File: config.mk
export PLATFORM = sky130hd
export DESIGN_NAME = input_drain_ctrl
export DESIGN_NICKNAME = d
export VERILOG_FILES = /design/src/rtl/ib_pkg.sv /design/src/rtl/drain_queue2.sv /design/src/rtl/input_drain_ctrl.sv
export SDC_FILE = /design/constraint.sdc
export NUM_CORES = 1
export LEC_CHECK = 0
export ABC_AREA = 1
export BUFFER_PORTS_ARGS = -buffer_cell sky130_fd_sc_hd__buf_2
export CAP_MARGIN = 20
export CORE_MARGIN = 4
export CORE_UTILIZATION = 45
export CTS_CLUSTER_SIZE = 28
export DETAILED_ROUTE_END_ITERATION = 7
export PLACE_DENSITY_LB_ADDON = 0.3
export SLEW_MARGIN = 10
export SYNTH_ARGS = -nofsm -noshare
export SYNTH_HDL_FRONTEND = slang
export SYNTH_SLANG_ARGS = --single-unit
export TNS_END_PERCENT = 30
File: constraint.sdc
create_clock -name clk -period 1.6 [get_ports clk]
set_input_delay 0 -clock clk [delete_from_list [all_inputs] [get_ports clk]]
set_output_delay 0 -clock clk [all_outputs]
set_load 0.05 [all_outputs]
File: src/rtl/ib_pkg.sv
// ib_pkg: shared types and defaults for the input-buffer drain controller.
//   q_state_t   : output-queue occupancy states
//   DATA_WIDTH_DEF, DEST_MSB_DEF, DEST_LSB_DEF : default word/destination layout
//   STAT_WIDTH  : width of the optional statistics counters
package ib_pkg;

    localparam int unsigned DATA_WIDTH_DEF = 16;
    localparam int unsigned DEST_MSB_DEF   = 15;
    localparam int unsigned DEST_LSB_DEF   = 13;
    localparam int unsigned STAT_WIDTH     = 16;

    localparam logic [STAT_WIDTH-1:0] STAT_ONE = STAT_WIDTH'(1);

    typedef enum logic [1:0] {Q_EMPTY, Q_ONE, Q_TWO} q_state_t;

    // Number of words held in the output queue for a given occupancy state.
    function automatic logic [1:0] state_count(input q_state_t s);
        case (s)
            Q_ONE:   return 2'd1;
            Q_TWO:   return 2'd2;
            default: return 2'd0;
        endcase
    endfunction

endpackage

File: src/rtl/drain_queue2.sv
// drain_queue2: two-entry in-order word store.
//   clk, reset   : clock, asynchronous active-low reset
//   wr_i         : append wr_data_i at the tail this edge
//   pop_i        : remove the head this edge (only when count_o != 0)
//   count_o      : words currently held (0..2)
//   head_o       : oldest word (registered)
module drain_queue2
    import ib_pkg::*;
#(
    parameter int unsigned DATA_WIDTH = DATA_WIDTH_DEF
) (
    input  logic                  clk,
    input  logic                  reset,
    input  logic                  wr_i,
    input  logic [DATA_WIDTH-1:0] wr_data_i,
    input  logic                  pop_i,
    output logic [1:0]            count_o,
    output logic [DATA_WIDTH-1:0] head_o
);

    logic [DATA_WIDTH-1:0] head_q, head_d;
    logic [DATA_WIDTH-1:0] tail_q, tail_d;
    logic [1:0]            count_q, count_d;

    always_comb begin
        head_d  = head_q;
        tail_d  = tail_q;
        count_d = count_q;
        case (count_q)
            2'd0: begin
                if (wr_i) begin
                    head_d  = wr_data_i;
                    count_d = 2'd1;
                end
            end
            2'd1: begin
                if (wr_i && pop_i) begin
                    // head leaves and the new word becomes the head directly
                    head_d = wr_data_i;
                end else if (wr_i) begin
                    tail_d  = wr_data_i;
                    count_d = 2'd2;
                end else if (pop_i) begin
                    count_d = 2'd0;
                end
            end
            default: begin
                if (pop_i) begin
                    head_d = tail_q;
                    if (wr_i) begin
                        tail_d = wr_data_i;
                    end else begin
                        count_d = 2'd1;
                    end
                end
            end
        endcase
    end

    always_ff @(posedge clk or negedge reset) begin
        if (!reset) begin
            head_q  <= '0;
            tail_q  <= '0;
            count_q <= '0;
        end else begin
            head_q  <= head_d;
            tail_q  <= tail_d;
            count_q <= count_d;
        end
    end

    assign count_o = count_q;
    assign head_o  = head_q;

endmodule

File: src/rtl/input_drain_ctrl.sv
// input_drain_ctrl: pops the input buffer FIFO (1-cycle read latency) and
// presents words downstream on valid/ready through a 2-entry output queue.
//   clk, reset      : clock, asynchronous active-low reset
//   buf_empty_i     : buffer empty flag (same cycle)
//   buf_data_i      : buffer read data, valid the cycle after buf_read_o
//   buf_read_o      : pop request to the buffer
//   out_ready_i     : downstream accepts
//   out_valid_o     : out_data_o / out_dest_o valid
//   out_data_o      : head-of-queue word
//   out_dest_o      : out_data_o[DEST_MSB:DEST_LSB]
// Optional (macro DRAIN_STATS_EN):
//   stat_words_o    : saturating count of words popped
//   stat_stall_o    : saturating count of valid & !ready cycles
module input_drain_ctrl
    import ib_pkg::*;
#(
    parameter int unsigned DATA_WIDTH = DATA_WIDTH_DEF,
    parameter int unsigned DEST_MSB   = DEST_MSB_DEF,
    parameter int unsigned DEST_LSB   = DEST_LSB_DEF
) (
    input  logic                         clk,
    input  logic                         reset,
    input  logic                         buf_empty_i,
    input  logic [DATA_WIDTH-1:0]        buf_data_i,
    output logic                         buf_read_o,
    input  logic                         out_ready_i,
    output logic                         out_valid_o,
    output logic [DATA_WIDTH-1:0]        out_data_o,
    output logic [DEST_MSB-DEST_LSB:0]   out_dest_o
`ifdef DRAIN_STATS_EN
    ,
    output logic [STAT_WIDTH-1:0]        stat_words_o,
    output logic [STAT_WIDTH-1:0]        stat_stall_o
`endif
);

    q_state_t              q_state_q, q_state_d;
    logic                  inflight_q, inflight_d;
    logic                  pop;
    logic                  issue;
    logic                  write;
    logic [2:0]            occupancy;
    logic [2:0]            limit;
    logic [1:0]            q_count;
    logic [DATA_WIDTH-1:0] q_head;

    assign out_valid_o = (q_state_q != Q_EMPTY);
    assign pop         = out_valid_o & out_ready_i;
    assign write       = inflight_q;

    // count + inflight - pop < 2, rearranged to avoid unsigned underflow
    assign occupancy = {1'b0, state_count(q_state_q)} + {2'b00, inflight_q};
    assign limit     = 3'd2 + {2'b00, pop};

    always_comb begin
        q_state_d  = q_state_q;
        issue      = reset & ~buf_empty_i & (occupancy < limit);
        inflight_d = issue;
        case (q_state_q)
            Q_EMPTY: if (write)          q_state_d = Q_ONE;
            Q_ONE: begin
                if (write && !pop)       q_state_d = Q_TWO;
                else if (!write && pop)  q_state_d = Q_EMPTY;
            end
            Q_TWO: if (!write && pop)    q_state_d = Q_ONE;
            default:                     q_state_d = Q_EMPTY;
        endcase
    end

    always_ff @(posedge clk or negedge reset) begin
        if (!reset) begin
            q_state_q  <= Q_EMPTY;
            inflight_q <= 1'b0;
        end else begin
            q_state_q  <= q_state_d;
            inflight_q <= inflight_d;
        end
    end

    assign buf_read_o = issue;

    drain_queue2 #(
        .DATA_WIDTH (DATA_WIDTH)
    ) u_queue (
        .clk       (clk),
        .reset     (reset),
        .wr_i      (write),
        .wr_data_i (buf_data_i),
        .pop_i     (pop),
        .count_o   (q_count),
        .head_o    (q_head)
    );

    assign out_data_o = q_head;
    assign out_dest_o = q_head[DEST_MSB:DEST_LSB];

    a_no_overfill: assert property (@(posedge clk) disable iff (!reset)
        !(q_state_q == Q_TWO && write && !pop));

    a_count_match: assert property (@(posedge clk) disable iff (!reset)
        q_count == state_count(q_state_q));

`ifdef DRAIN_STATS_EN
    logic [STAT_WIDTH-1:0] stat_words_q, stat_words_d;
    logic [STAT_WIDTH-1:0] stat_stall_q, stat_stall_d;

    always_comb begin
        stat_words_d = stat_words_q;
        stat_stall_d = stat_stall_q;
        if (pop && stat_words_q != '1) begin
            stat_words_d = stat_words_q + STAT_ONE;
        end
        if (out_valid_o && !out_ready_i && stat_stall_q != '1) begin
            stat_stall_d = stat_stall_q + STAT_ONE;
        end
    end

    always_ff @(posedge clk or negedge reset) begin
        if (!reset) begin
            stat_words_q <= '0;
            stat_stall_q <= '0;
        end else begin
            stat_words_q <= stat_words_d;
            stat_stall_q <= stat_stall_d;
        end
    end

    assign stat_words_o = stat_words_q;
    assign stat_stall_o = stat_stall_q;
`endif

endmodule

# After elaboration in Yosys (flattened, before gate mapping)
# Index checks and enable logic that the tools add are counted.
dict set report op_classes {
  bitwise_logic 5
  addsub 2
  n_eq_ne 11
  order_cmp 1
  reduce_logical 14
  mux 20
}
# operator count
set op_table {}
lappend op_table {{$mux 16} 6}
lappend op_table {{$pmux 16 s2} 2}
lappend op_table {{$mux 2} 9}
lappend op_table {{$reduce_and 3->1} 3}
lappend op_table {{$ne 2x2->1 const B} 4}
lappend op_table {{$pmux 2 s2} 2}
lappend op_table {{$ne 3x3->1 const B} 2}
lappend op_table {{$pmux 2 s3} 1}
lappend op_table {{$reduce_and 5->1} 1}
lappend op_table {{$eq 2x1->1 const B} 2}
lappend op_table {{$logic_not 2->1} 2}
lappend op_table {{$reduce_bool 2->1} 2}
lappend op_table {{$add 2x1->3} 1}
lappend op_table {{$add 2x1->3 const A} 1}
lappend op_table {{$and 1x1->1} 3}
lappend op_table {{$logic_and 1x1->1} 3}
lappend op_table {{$lt 3x3->1} 1}
lappend op_table {{$ne 3x1->1 const B} 1}
lappend op_table {{$reduce_bool 3->1} 1}
lappend op_table {{$eq 2x2->1 const B} 1}
lappend op_table {{$logic_not 1->1} 2}
lappend op_table {{$ne 2x1->1 const B} 1}
lappend op_table {{$not 1->1} 2}
dict set report totals {
  regBits 37
  output_inout_bits 21
}

# Logic depth before layout (Yosys ltp)
# Gate-level depths: netlist of run 1.
dict set report depth {
  word_depth 6
  mapped_depth 8
}

# Cells and area by module
# From an unflattened synthesis of run 1, not the netlist that was laid out.
dict set report hier_totals {
  hier_cells 239
  hier_area_um2 1886.8
}
# module cells_per_inst instances seq_area_each_um2 area_each_um2
set by_module_without_submodules {}
lappend by_module_without_submodules {drain_queue2 207 1 850.8 1635.3}
lappend by_module_without_submodules {input_drain_ctrl 32 1 75.1 251.5}

# Least setup slack after synthesis of run 1
# OpenSTA, ideal clock, no wires.
dict set report synth_path {
  kind {register -> register}
  start {register q_state_q[0]}
  end {register inflight_q}
  path_stages_with_launch 6
  setup_slack_ns -0.490
  setup_ns 0.215
  required_time_ns 1.385
  period_less_slack_ns 2.090
  arrival_ns 1.875
  path_buffers 0
  path_cell_list {dfrtp_1 -> inv_1 -> nor2_1 -> ha_1 -> or2_2 -> a21oi_1}
}
dict set report synth_between {
  elab_chain_len 5
}
# item line
set synth_rtl {}
lappend synth_rtl {{start, declared} input_drain_ctrl.sv:37} ;# q_state_t q_state_q, q_state_d;
lappend synth_rtl {{start signal, assigned} input_drain_ctrl.sv:75} ;# q_state_q <= q_state_d;
lappend synth_rtl {{$eq 2x2->1, or another cell as far along} ib_pkg.sv:18} ;# case (s)
lappend synth_rtl {{$pmux 2 s2 or $and 1x1->1 (tied branches)} {ib_pkg.sv:18, input_drain_ctrl.sv:48}}
lappend synth_rtl {{$add 2x1->3 (on tied branches)} {input_drain_ctrl.sv:52, input_drain_ctrl.sv:53}}
lappend synth_rtl {{$lt 3x3->1 *} input_drain_ctrl.sv:57} ;# issue = reset & ~buf_empty_i & (occupancy < limit);
lappend synth_rtl {{$and 1x1->1 *} input_drain_ctrl.sv:57}
lappend synth_rtl {{net buf_read_o} input_drain_ctrl.sv:25} ;# output logic buf_read_o,
lappend synth_rtl {{end signal, assigned} input_drain_ctrl.sv:76} ;# inflight_q <= inflight_d;
lappend synth_rtl {{end, declared} input_drain_ctrl.sv:38} ;# logic inflight_q, inflight_d;
# The timed path passes the listed nets; every way through them passes the cells marked *.
# A chain may end at the register's enable or synchronous reset.

# Worst setup path in the final report of run 1
dict set report layout_path {
  start {register q_state_q[0]}
  end {output port buf_read_o}
}
dict set report layout_between {
  elab_chain_len 5
}
# item line
set layout_rtl {}
lappend layout_rtl {{$eq 2x2->1, or another cell as far along} ib_pkg.sv:18}
lappend layout_rtl {{$pmux 2 s2 or $and 1x1->1 (tied branches)} {ib_pkg.sv:18, input_drain_ctrl.sv:48}}
lappend layout_rtl {{$add 2x1->3 (on tied branches)} {input_drain_ctrl.sv:52, input_drain_ctrl.sv:53}}
lappend layout_rtl {{$lt 3x3->1 *} input_drain_ctrl.sv:57}
lappend layout_rtl {{$and 1x1->1 *} input_drain_ctrl.sv:57}
lappend layout_rtl {{end, declared} input_drain_ctrl.sv:25}
# Every way passes the cells marked *; elsewhere a longest branch is shown, timed or not.

==> summary.txt, run 1 <==
CTS tree - built
Fmax achieved - 621.8 MHz
Final setup fails - 1
Die height - 71.80 µm
IO Pins - 41
Fin crit share - 100.5%
Most common cell in the netlist - nand2_1
Initial antenna violation count - 0
Worst-margin pin slew - 471.3 ps
DRC - 0
Syn_nets - 219
Flops & latches, synth - 37
Total number of yosys warnings - 0
Critical Path End Type - output pin
Vias per cell - 4.794
Die area - 5155 µm²
Share of layout cells above drive strength 1 - 31.18%
Required @ worst endpoint - 1600 ps
Post-route cell area - 2424 µm²
Worst Skew - 7.991 ps
Asr flop ratio synth - 100.0%
Detailed Routing Iterations Pass 1 - 4
Core Region - 3799 µm²
Arrival time worst endpoint - 1610 ps
Pin count of the biggest net entering global routing - 38
Final setup margin - -8.307 ps
Total GRT Usage - 16.73%
Critical path type - reg2out
# H-tree levels - 2
Peak VDD IR - 0.9622 mV
Sequential share of the synthesized area - 50.55%
Number of port buffers - 40
Most used DFF post-synth - dfrtp_1
Area leader, netlist - dfrtp_1
Hold path cells - 4
Worst R2R Path Depth - 8
Power per cell area - 2072 nW/µm²
Antenna viol nets, final - 0
GR Layer Usage met2 - 28.37%
Synth top area share - 50.55%
Min-Delay Path Class - in2reg
CTS buffer count - 5
Status - finished with violations
Static leakage - 1.227 nW
Setup_tns - -8.307 ps
Syn Area/Cell - 9.394 µm²
Vias in the first global route - 1505
Post-synth EDFFs - 0
Final Hold Viols - 0
Routed WL - 3.834 mm
Clk Latency, worst-skew pair - 290 ps
Worst slack, placed - 70.12 ps
Top Usage Layer GRT - met2
Failing checks - setup timing
Nets - 287
Met1 usage - 20.84%
Clock root buffer master - clkbuf_8
Clk slew on worst S/H paths - 70 ps
Slew HR - 68.58%
Die Span X - 71.80 µm
Initial DRC count - 55
Antenna diode count - 0
Vias - 1491
RSZ-0062 raised after global routing - yes
Cell area after placement - 2096 µm²
Max Cap Viol - 0
Syn Inst Count - 195
Area growth from synthesis to layout - 32.31%
Mapped Area - 1832 µm²
Min Tclk post-route - 1608 ps
Final hold slack - 128.6 ps
Initial Util - 48.22%
CP Launch Type - flip-flop
Clock tree buffer depth - 2
HPWL Detailed - 2.658 mm
Synth cell types - 19
Met3 GRT Util - 3.927%
CTS Sinks - 37
Fin. max-slew vios - 0
Global placement routability congestion - 0.8188
Drt wl/cell - 12.33 µm
Total grt overflow - 0
Worst-path fanout max - 2
Commonest cells post-synth - nand2_1, dfrtp_1, o21ai_0
First-pass GRT wire length - 6.844 mm
Top cells by area, synth - dfrtp_1, nand2_1, mux2i_1, nand3_2, o21ai_0
Standard-cell rows - 22
-- power by group --
part	switching (mW)	internal [mW]	total (mW)
Combinational	1.89	0.879	2.77
Sequential	0.232	1.36	1.59
Clock	0.319	0.340	0.659
-- cells by family (layout without fill, tap and decap cells) --
kind of cell	count (synthesis)	after routing	share of synthesized area, %
DFF	37	37	50.55
and+or+nand+nor	96	96	25.21
muxes	16	16	8.743
AOI/OAI and AO/OA	22	22	6.215
adders and majority gates	4	4	2.732
buffers and inverters	20	88	6.557
-- per-layer routing --
metal,share of wire [%],wire [µm]
met5,0,0
met4,1.6,61
met3,3.9,149
met2,49,1897
met1,45,1726
-- cells in the final DEF, fill, tap and decap left out, types with 2 or more instances in the layout --
cell type	count
nand2_1	63
buf_2	39
dfrtp_1	37
o21ai_0	19
dlygate4sd3_1	18
mux2i_1	16
buf_4	15
nand3_1	11
nand3_2	10
inv_1	8
clkbuf_8	6
nor2_1	5
ha_1	4
nor2_2	2
nor2_4	2
-- worst max-delay path, cell delays in order (launching register included) --
cell	delay, ps
dfrtp_1	360
inv_1	50
nor2_2	120
ha_1	240
or2_4	240
a21oi_4	150
buf_6	170
-- final cells by class --
type | instances | area (µm²)
tap | 48 | 60.06
clock buffer | 6 | 82.58
clock inverter | 1 | 7.507
sequential | 37 | 925.9
multi-input combinational | 138 | 818.3
fill | 351 | 1375
timing repair buffer | 73 | 499.2
inverter | 8 | 30.03
-- sequential cells by signal (all words and copies together) (netlist names) --
signal,flops
inflight_q,1
u_queue.tail_q,16
q_state_q,2
u_queue.count_o,2
u_queue.head_o,16
-- timing repair --
item,4_1_cts,5_1_grt
hold endpoints to repair,54,0
gates resized for setup,4,3
hold buffers,18,0
pin swaps,3,1
buffers inserted,4,0
setup endpoints to repair,1,21
-- final timing paths --
check	startpoint	to	slack [ps]
worst min-delay path	out_ready_i	inflight_q	130
worst max register to register	q_state_q[0]	u_queue.tail_q[12]	130
worst max-delay path	q_state_q[0]	buf_read_o	-8
min in group asynchronous	reset	q_state_q[0]	320
max in group asynchronous	reset	u_queue.head_o[8]	960
worst min register to register	u_queue.tail_q[13]	u_queue.tail_q[13]	470
-- stage by stage --
step	std cells	util, %	power, mW
2_1_floorplan	195	-	3.708
3_3_place_gp	282	55.17	4.207
3_5_place_dp	282	55.17	4.265
4_1_cts	311	63.37	5.037
5_1_grt	311	63.80	5.395
6_report	311	63.80	5.022
Power figures use the tool's default switching activity.
==> inputs of run 2 (changes only) <==
ABC_AREA = 0   (was 1)
==> run 2 against run 1 <==
Net effect: the run still ends with setup timing left; register-to-register slack worse by 280 ps; sequential power rose by 6%; critical path type unchanged; worst setup slack got worse by 160 ps.
==> summary.txt, run 2 <==
Status - finished with violations
Failing checks - setup timing
Syn Area/Cell - 14.56 µm² (+55%)
Commonest non-fill, non-tap cell in the layout - buf_2
Mapped Area - 1849 µm² (+0.96%)
Worst-path fanout max - 3 (+1)
Pin count of the biggest net entering global routing - 38 (unchanged)
Worst slack, placed - 20.54 ps (-49.58 ps)
Worst R2R Path Depth - 6 (-2)
Die height - 72.11 µm (+0.42%)
Fin. max-slew vios - 0 (unchanged)
Worst Skew - 5.398 ps (-2.593 ps)
Asr flop ratio synth - 100.0% (unchanged)
First-pass GRT wire length - 6.410 mm (-6.3%)
Clk slew on worst S/H paths - 80 ps (about the same)
Commonest cells post-synth - dfrtp_1, mux2_2, mux2_4
Syn Inst Count - 127 (-35%)
Antenna diode count - 0 (unchanged)
Fin crit share - 110.8% (+10 points)
Peak VDD IR - 1.260 mV (+31%)
Most common cell in the netlist - dfrtp_1
Syn_nets - 151 (-31%)
Critical Path End Type - output pin
Logic gate share of total power - 55.2% (about the same)
CTS tree - built
IO Pins - 41 (unchanged)
Initial Util - 46.23% (-2.0 points)
Post-synth EDFFs - 0 (unchanged)
Most used DFF post-synth - dfrtp_1
Internal cell power - 3.279 mW (+27%)
Most frequent cells in the layout - buf_2, dfrtp_1, mux2_4
HPWL Detailed - 2.498 mm (-6.0%)
Arrival time worst endpoint - 1770 ps (+160 ps)
Fmax achieved - 564.0 MHz (-9.3%)
Number of port buffers - 40 (unchanged)
Total grt overflow - 0 (unchanged)
Sw Pwr - 2.332 mW (-4.5%)
Standard-cell rows - 23 (+4.5%)
Final setup margin - -172.9 ps (-164.6 ps)
CTS Sinks - 37 (unchanged)
CP Launch Type - flip-flop
Clock root buffer master - clkbuf_8
Max Cap Viol - 0 (unchanged)
Total number of yosys warnings - 0 (unchanged)
Crit path cell chain - or2b_1 -> inv_1 -> ha_2 -> ha_4 -> o21ai_1 -> and3_4 -> buf_8
Max incr delay on CP - 410 ps (+50 ps)
Critical path type - reg2out
Required @ worst endpoint - 1600 ps (about the same)
CTS buffer count - 5 (unchanged)
Hold Path End - q_state_q[1]
Static leakage - 1.188 nW (-3.2%)
Final setup fails - 36 (+35)
Antenna viol nets, final - 0 (unchanged)
Total GRT Usage - 15.91% (-0.81 points)
Power per cell area - 2237 nW/µm² (+8.0%)
Final Hold Viols - 0 (unchanged)
Global placement routability congestion - 0.8093 (-1.2%)
Hold_sp - out_ready_i
Detailed Routing Iterations Pass 1 - 2 (-2)
Slowest-stage cell, CP - dfrtp_1
Vias - 1260 (-15%)
Worst r2r dst - u_queue.tail_q[11]
Share of layout cells above drive strength 1 - 59.09% (+28 points)
Final hold slack - 144.1 ps (+15.43 ps)
Area leader, netlist - dfrtp_1
Hold path cells - 3 (-1)
# H-tree levels - 2 (unchanged)
Flops & latches, synth - 37 (unchanged)
Die Span X - 72.11 µm (+0.42%)
Clk Latency, worst-skew pair - 290 ps (about the same)
Worst R2R Start - q_state_q[1]
Area growth from synthesis to layout - 35.66%
Seq pwr share - 30.2% (-1.5 points)
Nets - 221 (-23%)
Vias per cell - 5.081 (+6.0%)
Initial DRC count - 44 (-20%)
Clock Power Share - 14.7% (+1.6 points)
Slew HR - 68.94% (+0.36 points)
Initial antenna violation count - 0 (unchanged)
RSZ-0062 raised after global routing - yes
Worst-margin pin slew - 465.9 ps (-5.396 ps)
Min Tclk post-route - 1773 ps (+164.6 ps)
Routed WL - 3.827 mm (-0.18%)
Die area - 5199 µm² (+0.85%)
Sequential share of the synthesized area - 50.07% (-0.48 points)
Synth cell types - 27 (+8)
Core Region - 4000 µm² (+5.3%)
DRC - 0 (unchanged)
Switching share of total power - 41.56% (-7.0 points)
Min-Delay Path Class - in2reg
Drt wl/cell - 15.43 µm (+25%)
Clock tree buffer depth - 2 (unchanged)
Synth top area share - 50.07% (-0.48 points)
Register-to-register path setup slack - -150 ps (-280 ps)
Vias in the first global route - 1366 (-9.2%)
Top cells by area, synth - dfrtp_1, mux2_2, mux2_4, ha_1, buf_4
[run 2: routing by layer]
metal	track usage, %	wire (µm)	vias to the layer above
li1	-	-	585
met1	18.88	1669	639
met2	27.10	1915	31
met3	4.986	187	5
met4	5.637	54	0
met5	0	0	-
[run 2: worst max path at each step]
| stage | startpoint | to | slack, ps | cells past startpoint |
|---|---|---|---|---|
| 2_1_floorplan | q_state_q[0] | u_queue.tail_q[10] | 10 | 4 |
| 3_3_place_gp | q_state_q[0] | buf_read_o | 40 | 7 |
| 3_5_place_dp | q_state_q[0] | buf_read_o | 20 | 7 |
| 4_1_cts | q_state_q[1] | buf_read_o | -150 | 7 |
| 5_1_grt | q_state_q[1] | buf_read_o | -270 | 7 |
| 6_report | q_state_q[1] | buf_read_o | -170 | 7 |
[run 2: kinds of logic after synthesis]
family | count (synthesis) | share of synthesized area [%]
simple gates | 11 | 2.978
fa+ha+maj | 4 | 2.706
mux | 49 | 33.83
compound gates | 12 | 5.480
flops | 37 | 50.07
buf+inv | 14 | 4.939
[run 2: worst max-delay path, delay by kind of cell, from the launching register on]
kind | cells | cell delay [ps]
AND/OR/NAND/NOR | 2 | 440
flip-flops | 1 | 410
adder cells (fa/ha/maj) | 2 | 370
buffers and inverters | 2 | 200
AO/OA/AOI/OAI | 1 | 60
[run 2: repair_timing]
action                                  in CTS  in global routing
pin swaps                                    1                  2
hold buffers                                17                  0
endpoints found under the hold margin       53                  0
resized for setup                           12                  6
endpoints found under the setup margin       1                 31
buffers inserted                             3                  1
[run 2: metrics by stage]
| step | instances | utilization [%] | setup TNS [ps] | cell area, µm² | total power [mW] |
|---|---|---|---|---|---|
| after floorplan | 127 | - | 0 | 1851 | 4.038 |
| after global placement | 219 | 53.08 | 0 | 2123 | 4.517 |
| after detailed placement | 219 | 53.08 | 0 | 2123 | 4.623 |
| after CTS | 247 | 61.78 | -512.1 | 2471 | 5.599 |
| after global routing | 248 | 62.71 | -5759 | 2509 | 5.905 |
| final | 248 | 62.71 | -3533 | 2509 | 5.611 |
[run 2: area by class of cell]
type,count,area (µm²)
Inverter,5,18.77
Clock buffer,5,68.82
Multi-Input combinational cell,76,874.6
Timing Repair Buffer,72,511.7
Tap cell,50,62.56
Clock inverter,3,46.29
Fill cell,311,1491
Sequential cell,37,925.9
[run 2: power by group through the flow]
stage          logic (mW)  registers [mW]  clock network (mW)
3_3_place_gp         2.85            1.67                   0
4_1_cts              3.06            1.69               0.845
5_1_grt              3.26            1.76               0.886
3_5_place_dp         2.91            1.71                   0
6_report             3.10            1.69               0.822
2_1_floorplan        1.67            2.37                   0
